===== config.mk =====
export PLATFORM = sky130hd
export DESIGN_NAME = obstacle_columns_unit
export DESIGN_NICKNAME = d
export VERILOG_FILES = /design/src/rtl/obstacle_pkg.sv /design/src/rtl/obstacle_column.sv /design/src/rtl/obstacle_columns_unit.sv
export SDC_FILE = /design/constraint.sdc
export NUM_CORES = 1
export LEC_CHECK = 0
export ABC_CLOCK_PERIOD_IN_PS = 8200
export CAP_MARGIN = 5
export CELL_PAD_IN_SITES_DETAIL_PLACEMENT = 1
export CELL_PAD_IN_SITES_GLOBAL_PLACEMENT = 1
export CORE_MARGIN = 5
export CORE_UTILIZATION = 42
export DETAILED_ROUTE_END_ITERATION = 7
export GPL_TIMING_DRIVEN = 0
export PLACE_DENSITY = 0.76
export SLEW_MARGIN = 15
export SYNTH_ARGS = -nofsm -noshare
export SYNTH_HDL_FRONTEND = slang
export SYNTH_SLANG_ARGS = --single-unit

===== constraint.sdc =====
create_clock -name clk -period 8.2 [get_ports clk]
set_input_delay 0.82 -clock clk [delete_from_list [all_inputs] [get_ports clk]]
set_output_delay 0.82 -clock clk [all_outputs]
set_load 0.1 [all_outputs]

===== src/rtl/obstacle_pkg.sv =====
// Shared types and constants for the obstacle column engine.
//   col_state_t : per-column hit/destroy state
//   COLOR_*     : 12-bit {R,G,B} nibble colours used by the pixel mux
//   LFSR_*      : seed and Fibonacci tap mask (taps 16/14/13/11)
package obstacle_pkg;

  typedef enum logic [1:0] {
    COL_ACTIVE = 2'd0,
    COL_HIT    = 2'd1,
    COL_GONE   = 2'd2
  } col_state_t;

  localparam logic [11:0] COLOR_ACTIVE = 12'h2A2;
  localparam logic [11:0] COLOR_HIT    = 12'hF40;
  localparam logic [11:0] COLOR_NONE   = 12'h000;

  localparam logic [15:0] LFSR_SEED = 16'hACE1;
  // Bits 15, 13, 12, 10 correspond to taps 16, 14, 13, 11.
  localparam logic [15:0] LFSR_TAPS = 16'hB400;

  function automatic logic [15:0] lfsr_next(input logic [15:0] cur);
    return {cur[14:0], ^(cur & LFSR_TAPS)};
  endfunction

endpackage


===== src/rtl/obstacle_column.sv =====
// One scrolling obstacle column: position, gap, hit FSM, blink timer and pixel test.
//   clk, resetN     : clock, asynchronous active-high reset
//   start_of_frame  : frame pulse; moves the column by step
//   step            : pixels to move this frame
//   lfsr_raw        : random bits used for the gap on respawn
//   pxl_x, pxl_y    : pixel under test
//   collision       : bird overlaps this column
//   draw            : pixel lies on the (visible) column, combinational
//   draw_hit        : column is in the hit state (selects hit colour)
//   destructed      : column has been hit since its last respawn
//   passed          : pulse, column respawned while still active
module obstacle_column
  import obstacle_pkg::*;
#(
  parameter int unsigned INDEX      = 0,
  parameter int unsigned NUM_COLS   = 2,
  parameter int unsigned SCREEN_W   = 640,
  parameter int unsigned SCREEN_H   = 480,
  parameter int unsigned COL_W      = 64,
  parameter int unsigned GAP_H      = 160,
  parameter int unsigned MARGIN     = 32,
  parameter int unsigned SPACING    = 320,
  parameter int unsigned HIT_FRAMES = 30
) (
  input  logic        clk,
  input  logic        resetN,
  input  logic        start_of_frame,
  input  logic [3:0]  step,
  input  logic [8:0]  lfsr_raw,
  input  logic [10:0] pxl_x,
  input  logic [10:0] pxl_y,
  input  logic        collision,
  output logic        draw,
  output logic        draw_hit,
  output logic        destructed,
  output logic        passed
);

  localparam int unsigned GAP_RANGE = SCREEN_H - GAP_H - 2 * MARGIN;

  // x is 12-bit signed, so SCREEN_W + NUM_COLS*SPACING must stay below 2048.
  localparam logic signed [11:0] X_INIT   = 12'(SCREEN_W + INDEX * SPACING);
  localparam logic        [11:0] X_WRAP   = 12'(NUM_COLS * SPACING);
  localparam logic        [10:0] GAP_INIT = 11'(MARGIN + 64 * INDEX);
  localparam logic signed [12:0] COL_W_S  = 13'(COL_W);

  col_state_t              state_q, state_d;
  logic signed [11:0]      x_q, x_d;
  logic        [10:0]      gap_q, gap_d;
  logic        [7:0]       timer_q, timer_d;

  logic signed [12:0]      x_ext;
  logic signed [12:0]      x_moved;
  logic signed [12:0]      right_edge;
  logic                    respawn;
  logic        [10:0]      raw_ext;
  logic        [10:0]      gap_rand;
  logic signed [12:0]      px;
  logic                    in_x;
  logic                    in_y;

  assign x_ext      = {x_q[11], x_q};
  assign x_moved    = x_ext - $signed({9'b0, step});
  assign right_edge = x_moved + COL_W_S;
  assign respawn    = start_of_frame && (right_edge <= 13'sd0);

  // Fold the 9-bit random value into [0, GAP_RANGE).
  assign raw_ext  = {2'b00, lfsr_raw};
  assign gap_rand = (raw_ext < 11'(GAP_RANGE)) ? raw_ext : raw_ext - 11'(GAP_RANGE);

  always_comb begin
    state_d = state_q;
    x_d     = x_q;
    gap_d   = gap_q;
    timer_d = timer_q;

    if (start_of_frame) begin
      x_d = x_moved[11:0];
    end

    if (respawn) begin
      // Respawn takes priority over any collision in the same cycle.
      x_d     = x_moved[11:0] + X_WRAP;
      gap_d   = 11'(MARGIN) + gap_rand;
      state_d = COL_ACTIVE;
      timer_d = 8'd0;
    end else begin
      unique case (state_q)
        COL_ACTIVE: begin
          if (collision) begin
            state_d = COL_HIT;
            timer_d = 8'(HIT_FRAMES);
          end
        end
        COL_HIT: begin
          if (start_of_frame) begin
            if (timer_q <= 8'd1) begin
              state_d = COL_GONE;
              timer_d = 8'd0;
            end else begin
              timer_d = timer_q - 8'd1;
            end
          end
        end
        COL_GONE: begin
          state_d = COL_GONE;
        end
        default: begin
          state_d = COL_ACTIVE;
        end
      endcase
    end
  end

  always_ff @(posedge clk or posedge resetN) begin
    if (resetN) begin
      state_q <= COL_ACTIVE;
      x_q     <= X_INIT;
      gap_q   <= GAP_INIT;
      timer_q <= 8'd0;
    end else begin
      state_q <= state_d;
      x_q     <= x_d;
      gap_q   <= gap_d;
      timer_q <= timer_d;
    end
  end

  assign px   = $signed({2'b00, pxl_x});
  assign in_x = (px >= x_ext) && (px < x_ext + COL_W_S);
  assign in_y = ({1'b0, pxl_y} < {1'b0, gap_q}) ||
                ({1'b0, pxl_y} >= ({1'b0, gap_q} + 12'(GAP_H)));

  always_comb begin
    draw = 1'b0;
    unique case (state_q)
      COL_ACTIVE: draw = in_x && in_y;
      COL_HIT:    draw = in_x && in_y && !timer_q[2];  // blink
      default:    draw = 1'b0;
    endcase
  end

  assign draw_hit   = (state_q == COL_HIT);
  assign destructed = (state_q != COL_ACTIVE);
  assign passed     = respawn && (state_q == COL_ACTIVE);

endmodule


===== src/rtl/obstacle_columns_unit.sv =====
// Obstacle engine: NUM_COLS scrolling columns with random gaps and stage-driven speed.
//   clk, resetN                  : clock, asynchronous active-high reset
//   start_of_frame               : one-cycle pulse per video frame
//   slow_down                    : slow-motion request, sampled at start_of_frame
//   pxl_x, pxl_y                 : current pixel
//   collision[NUM_COLS]          : bird overlaps column i
//   drawing[NUM_COLS]            : pixel lies on column i (registered)
//   destructed[NUM_COLS]         : column i hit since its last respawn
//   Red/Green/Blue_level         : colour of lowest-index drawing column (registered)
//   stage, speed, slow_draw      : progression state and slow mode of the current frame
module obstacle_columns_unit
  import obstacle_pkg::*;
#(
  parameter int unsigned NUM_COLS     = 2,
  parameter int unsigned SCREEN_W     = 640,
  parameter int unsigned SCREEN_H     = 480,
  parameter int unsigned COL_W        = 64,
  parameter int unsigned GAP_H        = 160,
  parameter int unsigned MARGIN       = 32,
  parameter int unsigned SPACING      = 320,
  parameter int unsigned BASE_SPEED   = 2,
  parameter int unsigned MAX_SPEED    = 8,
  parameter int unsigned STAGE_PASSES = 4,
  parameter int unsigned HIT_FRAMES   = 30
) (
  input  logic                clk,
  input  logic                resetN,
  input  logic                start_of_frame,
  input  logic                slow_down,
  input  logic [10:0]         pxl_x,
  input  logic [10:0]         pxl_y,
  input  logic [NUM_COLS-1:0] collision,
  output logic [NUM_COLS-1:0] drawing,
  output logic [NUM_COLS-1:0] destructed,
  output logic [3:0]          Red_level,
  output logic [3:0]          Green_level,
  output logic [3:0]          Blue_level,
  output logic [7:0]          stage,
  output logic [3:0]          speed,
  output logic                slow_draw
);

  logic [15:0]         lfsr_q;
  logic [3:0]          speed_q, speed_d;
  logic [7:0]          stage_q, stage_d;
  logic [7:0]          pass_cnt_q, pass_cnt_d;
  logic                slow_q, slow_d;
  logic [NUM_COLS-1:0] drawing_q;
  logic [11:0]         rgb_q, rgb_d;

  logic [3:0]          half_speed;
  logic [3:0]          step;
  logic [NUM_COLS-1:0] col_draw;
  logic [NUM_COLS-1:0] col_hit;
  logic [NUM_COLS-1:0] col_passed;
  logic [3:0]          n_passed;
  logic [8:0]          pass_sum;

  assign half_speed = speed_q >> 1;
  assign step = slow_down ? ((half_speed == 4'd0) ? 4'd1 : half_speed) : speed_q;

  for (genvar i = 0; i < NUM_COLS; i++) begin : g_col
    obstacle_column #(
      .INDEX      (i),
      .NUM_COLS   (NUM_COLS),
      .SCREEN_W   (SCREEN_W),
      .SCREEN_H   (SCREEN_H),
      .COL_W      (COL_W),
      .GAP_H      (GAP_H),
      .MARGIN     (MARGIN),
      .SPACING    (SPACING),
      .HIT_FRAMES (HIT_FRAMES)
    ) u_col (
      .clk            (clk),
      .resetN         (resetN),
      .start_of_frame (start_of_frame),
      .step           (step),
      .lfsr_raw       (lfsr_q[8:0]),
      .pxl_x          (pxl_x),
      .pxl_y          (pxl_y),
      .collision      (collision[i]),
      .draw           (col_draw[i]),
      .draw_hit       (col_hit[i]),
      .destructed     (destructed[i]),
      .passed         (col_passed[i])
    );
  end

  // Several columns may pass in one frame; each one counts.
  always_comb begin
    n_passed = 4'd0;
    for (int i = 0; i < int'(NUM_COLS); i++) begin
      n_passed = n_passed + 4'(col_passed[i]);
    end
  end

  assign pass_sum = {1'b0, pass_cnt_q} + {5'b0, n_passed};

  always_comb begin
    pass_cnt_d = pass_cnt_q;
    stage_d    = stage_q;
    speed_d    = speed_q;
    slow_d     = slow_q;
    if (start_of_frame) begin
      slow_d     = slow_down;
      pass_cnt_d = pass_sum[7:0];
      if (pass_sum >= 9'(STAGE_PASSES)) begin
        pass_cnt_d = 8'(pass_sum - 9'(STAGE_PASSES));
        if (stage_q != 8'hFF) stage_d = stage_q + 8'd1;
        if (speed_q < 4'(MAX_SPEED)) speed_d = speed_q + 4'd1;
      end
    end
  end

  // Iterate downwards so the lowest drawing index wins.
  always_comb begin
    rgb_d = COLOR_NONE;
    for (int i = int'(NUM_COLS) - 1; i >= 0; i--) begin
      if (col_draw[i]) rgb_d = col_hit[i] ? COLOR_HIT : COLOR_ACTIVE;
    end
  end

  always_ff @(posedge clk or posedge resetN) begin
    if (resetN) begin
      lfsr_q     <= LFSR_SEED;
      speed_q    <= 4'(BASE_SPEED);
      stage_q    <= 8'd0;
      pass_cnt_q <= 8'd0;
      slow_q     <= 1'b0;
      drawing_q  <= '0;
      rgb_q      <= COLOR_NONE;
    end else begin
      lfsr_q     <= lfsr_next(lfsr_q);
      speed_q    <= speed_d;
      stage_q    <= stage_d;
      pass_cnt_q <= pass_cnt_d;
      slow_q     <= slow_d;
      drawing_q  <= col_draw;
      rgb_q      <= rgb_d;
    end
  end

  assign drawing     = drawing_q;
  assign Red_level   = rgb_q[11:8];
  assign Green_level = rgb_q[7:4];
  assign Blue_level  = rgb_q[3:0];
  assign stage       = stage_q;
  assign speed       = speed_q;
  assign slow_draw   = slow_q;

endmodule


==> impl_results.md <==
* Status: complete, no violations
* Relative slew slack at 23.00%
* Via/cell ratio at 5.637
* Initial DRC Count at 225
* Routed vias at 6708
* Crit-path slowest cell: o311a_1
* IO Pins at between 50 and 60
* Fill cell count at about 2100
* Synthesized cell area at 0.007804 sq mm
* Most common cell in the netlist: ha_1
* Hold_buf cts at 0
* Final Power at 3.648 mW
* Post-route cell area at 0.009042 sq mm
* HPWL Detailed at 16040 um
* Ys Warns at 0
* DR DRC count at 0
* Synth cell types at 73
* Rows at between 40 and 50
* Critical path class: input port to flop
* Final Hold Viols at 0
* Setup crit start: slow_down
* Final Cycle Share at 89.35%
* FF-to-FF path depth at 31
* All-Layer GR Usage at 20.13%
* Max-cap violations at 0
* GPL Wtd Cong at around 0.87
* Area after DPL at roughly 0.0087 sq mm
* Post-Syn Instances at 885
* First-pass GRT wire length at 35780 um
* H-tree Lvls at 3
* Tmin final at between 7 and 8 ns
* CP max FO at 10
* Share of cells above drive strength 1 at 8.325%
* Worst slew pin tran at 1.126 ns
* Initial antenna violation count at 0
* Vias in the first global route at 7174
* Prevailing post-synth register cell: dfrtp_1
* WP data required at 8.44 ns
* Total gr overflow at 0
* Worst R2R Setup Slack at 1.14 ns
* Number of synthesized flops with an enable pin at 0
* Number of nets in the layout at 1077
* R2r startpoint: speed[1]
* Largest net degree at the start of global routing at 68
* Area Growth Syn to Fin at 15.87%
* Final WL at 20910 um
* RSZ-0062 raised after global routing: false
* Worst Clk Skew at 0.01175 ns
* N_diodes at 0
* Data arrival time of the worst path at about 7.6 ns
* Endpoints failing setup at 0
* Clk Latency, worst-skew pair at 0.36 ns
* Area leader, netlist: dfrtp_1
* Commonest cells post-synth: ha_1, dfrtp_1, nand2_1
* Hold/Removal Path Class: flop to flop
* Final hold slack at 0.3575 ns
* Routed wire per std cell at 17.57 um
* Initial Utilization at 43.00%
* Ys async rst share at 100.0%
* Fin. max-slew vios at 0
* CORE AREA at 0.01815 sq mm
* Area fraction of the dominant cell type after synthesis at 27.58%
* Die width at 146.3 um
* Height of the die at 146.3 um
* Yosys reg bits at 104
* Total CTS buffers at 9
* CP Capture Point: stage[3]
* Area contributors post-synth: dfrtp_1, ha_1, dfstp_2
* R2r endpoint: stage[3]
* Final core occ at 49.83%
* Syn Area/Cell at 8.818 sq um
* Power Dens Cells at ~400 mW/mm^2
* First drt pass iteration count at 4
* Leakage dissipation at approximately 4.0 nW
* Max Fclk at 0.1365 GHz
* Critical Path End Type: flop
* Worst Setup Start Kind: input port
* Die area at 0.02141 sq mm
* Clock buffer depth at 2
* Sequential cell area fraction in the yosys report at 33.64%
* Peak supply drop at 373.8 uV
* CTS sink cnt at 104
* Clk slew on worst S/H paths at 0.08 ns
* CTS tree: built
* Max stage delay on crit path at 0.52 ns
* Setup TNS at 0 ns
* ANT nets after route at 0
* I/O Buffers at 52
* Clock root buffer master: clkbuf_16
kinds of logic after synthesis:
| kind of cell | after synthesis | share of synthesized area (%) |
|---|---|---|
| buf+inv | 112 | 5.964 |
| simple gates | 275 | 17.73 |
| flops | 104 | 33.64 |
| xor+xnor | 60 | 6.734 |
| fa+ha+maj | 93 | 15.01 |
| other cells | 2 | 0.09624 |
| compound gates | 225 | 18.94 |
| mux | 14 | 1.892 |
worst min path at each step:
| stage | cells after the start | from | endpoint | slack (ns) |
|---|---|---|---|---|
| 6_report | 0 | lfsr_q[14] | lfsr_q[15] | 0.36 |
| 5_1_grt | 0 | lfsr_q[14] | lfsr_q[15] | 0.37 |
| 4_1_cts | 0 | lfsr_q[14] | lfsr_q[15] | 0.36 |
| 3_5_place_dp | 0 | lfsr_q[8] | lfsr_q[9] | 0.34 |
| 3_3_place_gp | 0 | lfsr_q[14] | lfsr_q[15] | 0.33 |
| 2_1_floorplan | 0 | lfsr_q[8] | lfsr_q[9] | 0.33 |
layer usage:
layer  GRT usage (%)  wire length, um  vias up
met5               0                0        -
met4           6.068              330        0
met3           2.541              512       28
met2           33.18             9878       92
met1           27.73            10190     3298
li1                -                -     3290
repair_timing:
item	4_1_cts	5_1_grt
pin swaps	1	1
cloned	0	0
endpoints found under the hold margin	0	0
endpoints found under the setup margin	18	18
buffers inserted	1	2
gates resized for setup	3	8
report_power, final:
part	switching (mW)	total [mW]	leakage, nW	internal, mW
clock network	0.221	0.467	0.156	0.246
logic	1.48	2.32	2.59	0.844
registers	0.158	0.859	1.27	0.701
cell usage in the layout, fill, tap and decap left out, types with 22 or more instances in the layout:
cell type	count
ha_1	92
nor3_1	22
o21ai_0	68
nand2_1	72
a21oi_1	55
xnor2_1	48
nand3_1	35
nor2_1	56
dfrtp_1	86
clkdlybuf4s50_1	51
inv_1	70
registers in the layout, indices dropped and copies added, names as in the netlist:
register             count
g_col.u_col.gap_q       18
g_col.u_col.timer_q     16
g_col.u_col.x_q         24
slow_draw                1
drawing                  2
pass_cnt_q               8
lfsr_q                  16
rgb_q                    3
stage                    8
g_col.u_col.state_q      4
speed                    4
area by class of cell:
type | instances | area [sq um] | area share [%]
plain buffers | 37 | 187.7 | 2.076
clock buffers | 9 | 225.2 | 2.491
clock inverters | 7 | 92.59 | 1.024
inverters | 75 | 286.5 | 3.169
multi-input cells | 673 | 4766 | 52.71
flip-flops and latches | 104 | 2625 | 29.03
well taps | 229 | 286.5 | 3.169
repair buffers | 56 | 573.1 | 6.337
critical path, delay by kind of cell:
kind | cells | cell delay [ns]
AND/OR/NAND/NOR | 14 | 2.39
adder cells (fa/ha/maj) | 4 | 1.19
buffers and inverters | 5 | 1.16
AO/OA/AOI/OAI | 3 | 1.05
multiplexers | 2 | 0.48
XOR/XNOR | 3 | 0.45
stage by stage:
| step | setup WS (ns) | cells |
|---|---|---|
| final | 0.8733 | 1190 |
| after CTS | 0.06897 | 1188 |
| after detailed placement | -0.9831 | 1171 |
| after global routing | 0.2870 | 1190 |
| after global placement | -0.8357 | 1170 |
| after floorplan | 1.147 | 889 |
Note: power is estimated with default switching activity, not from simulation.
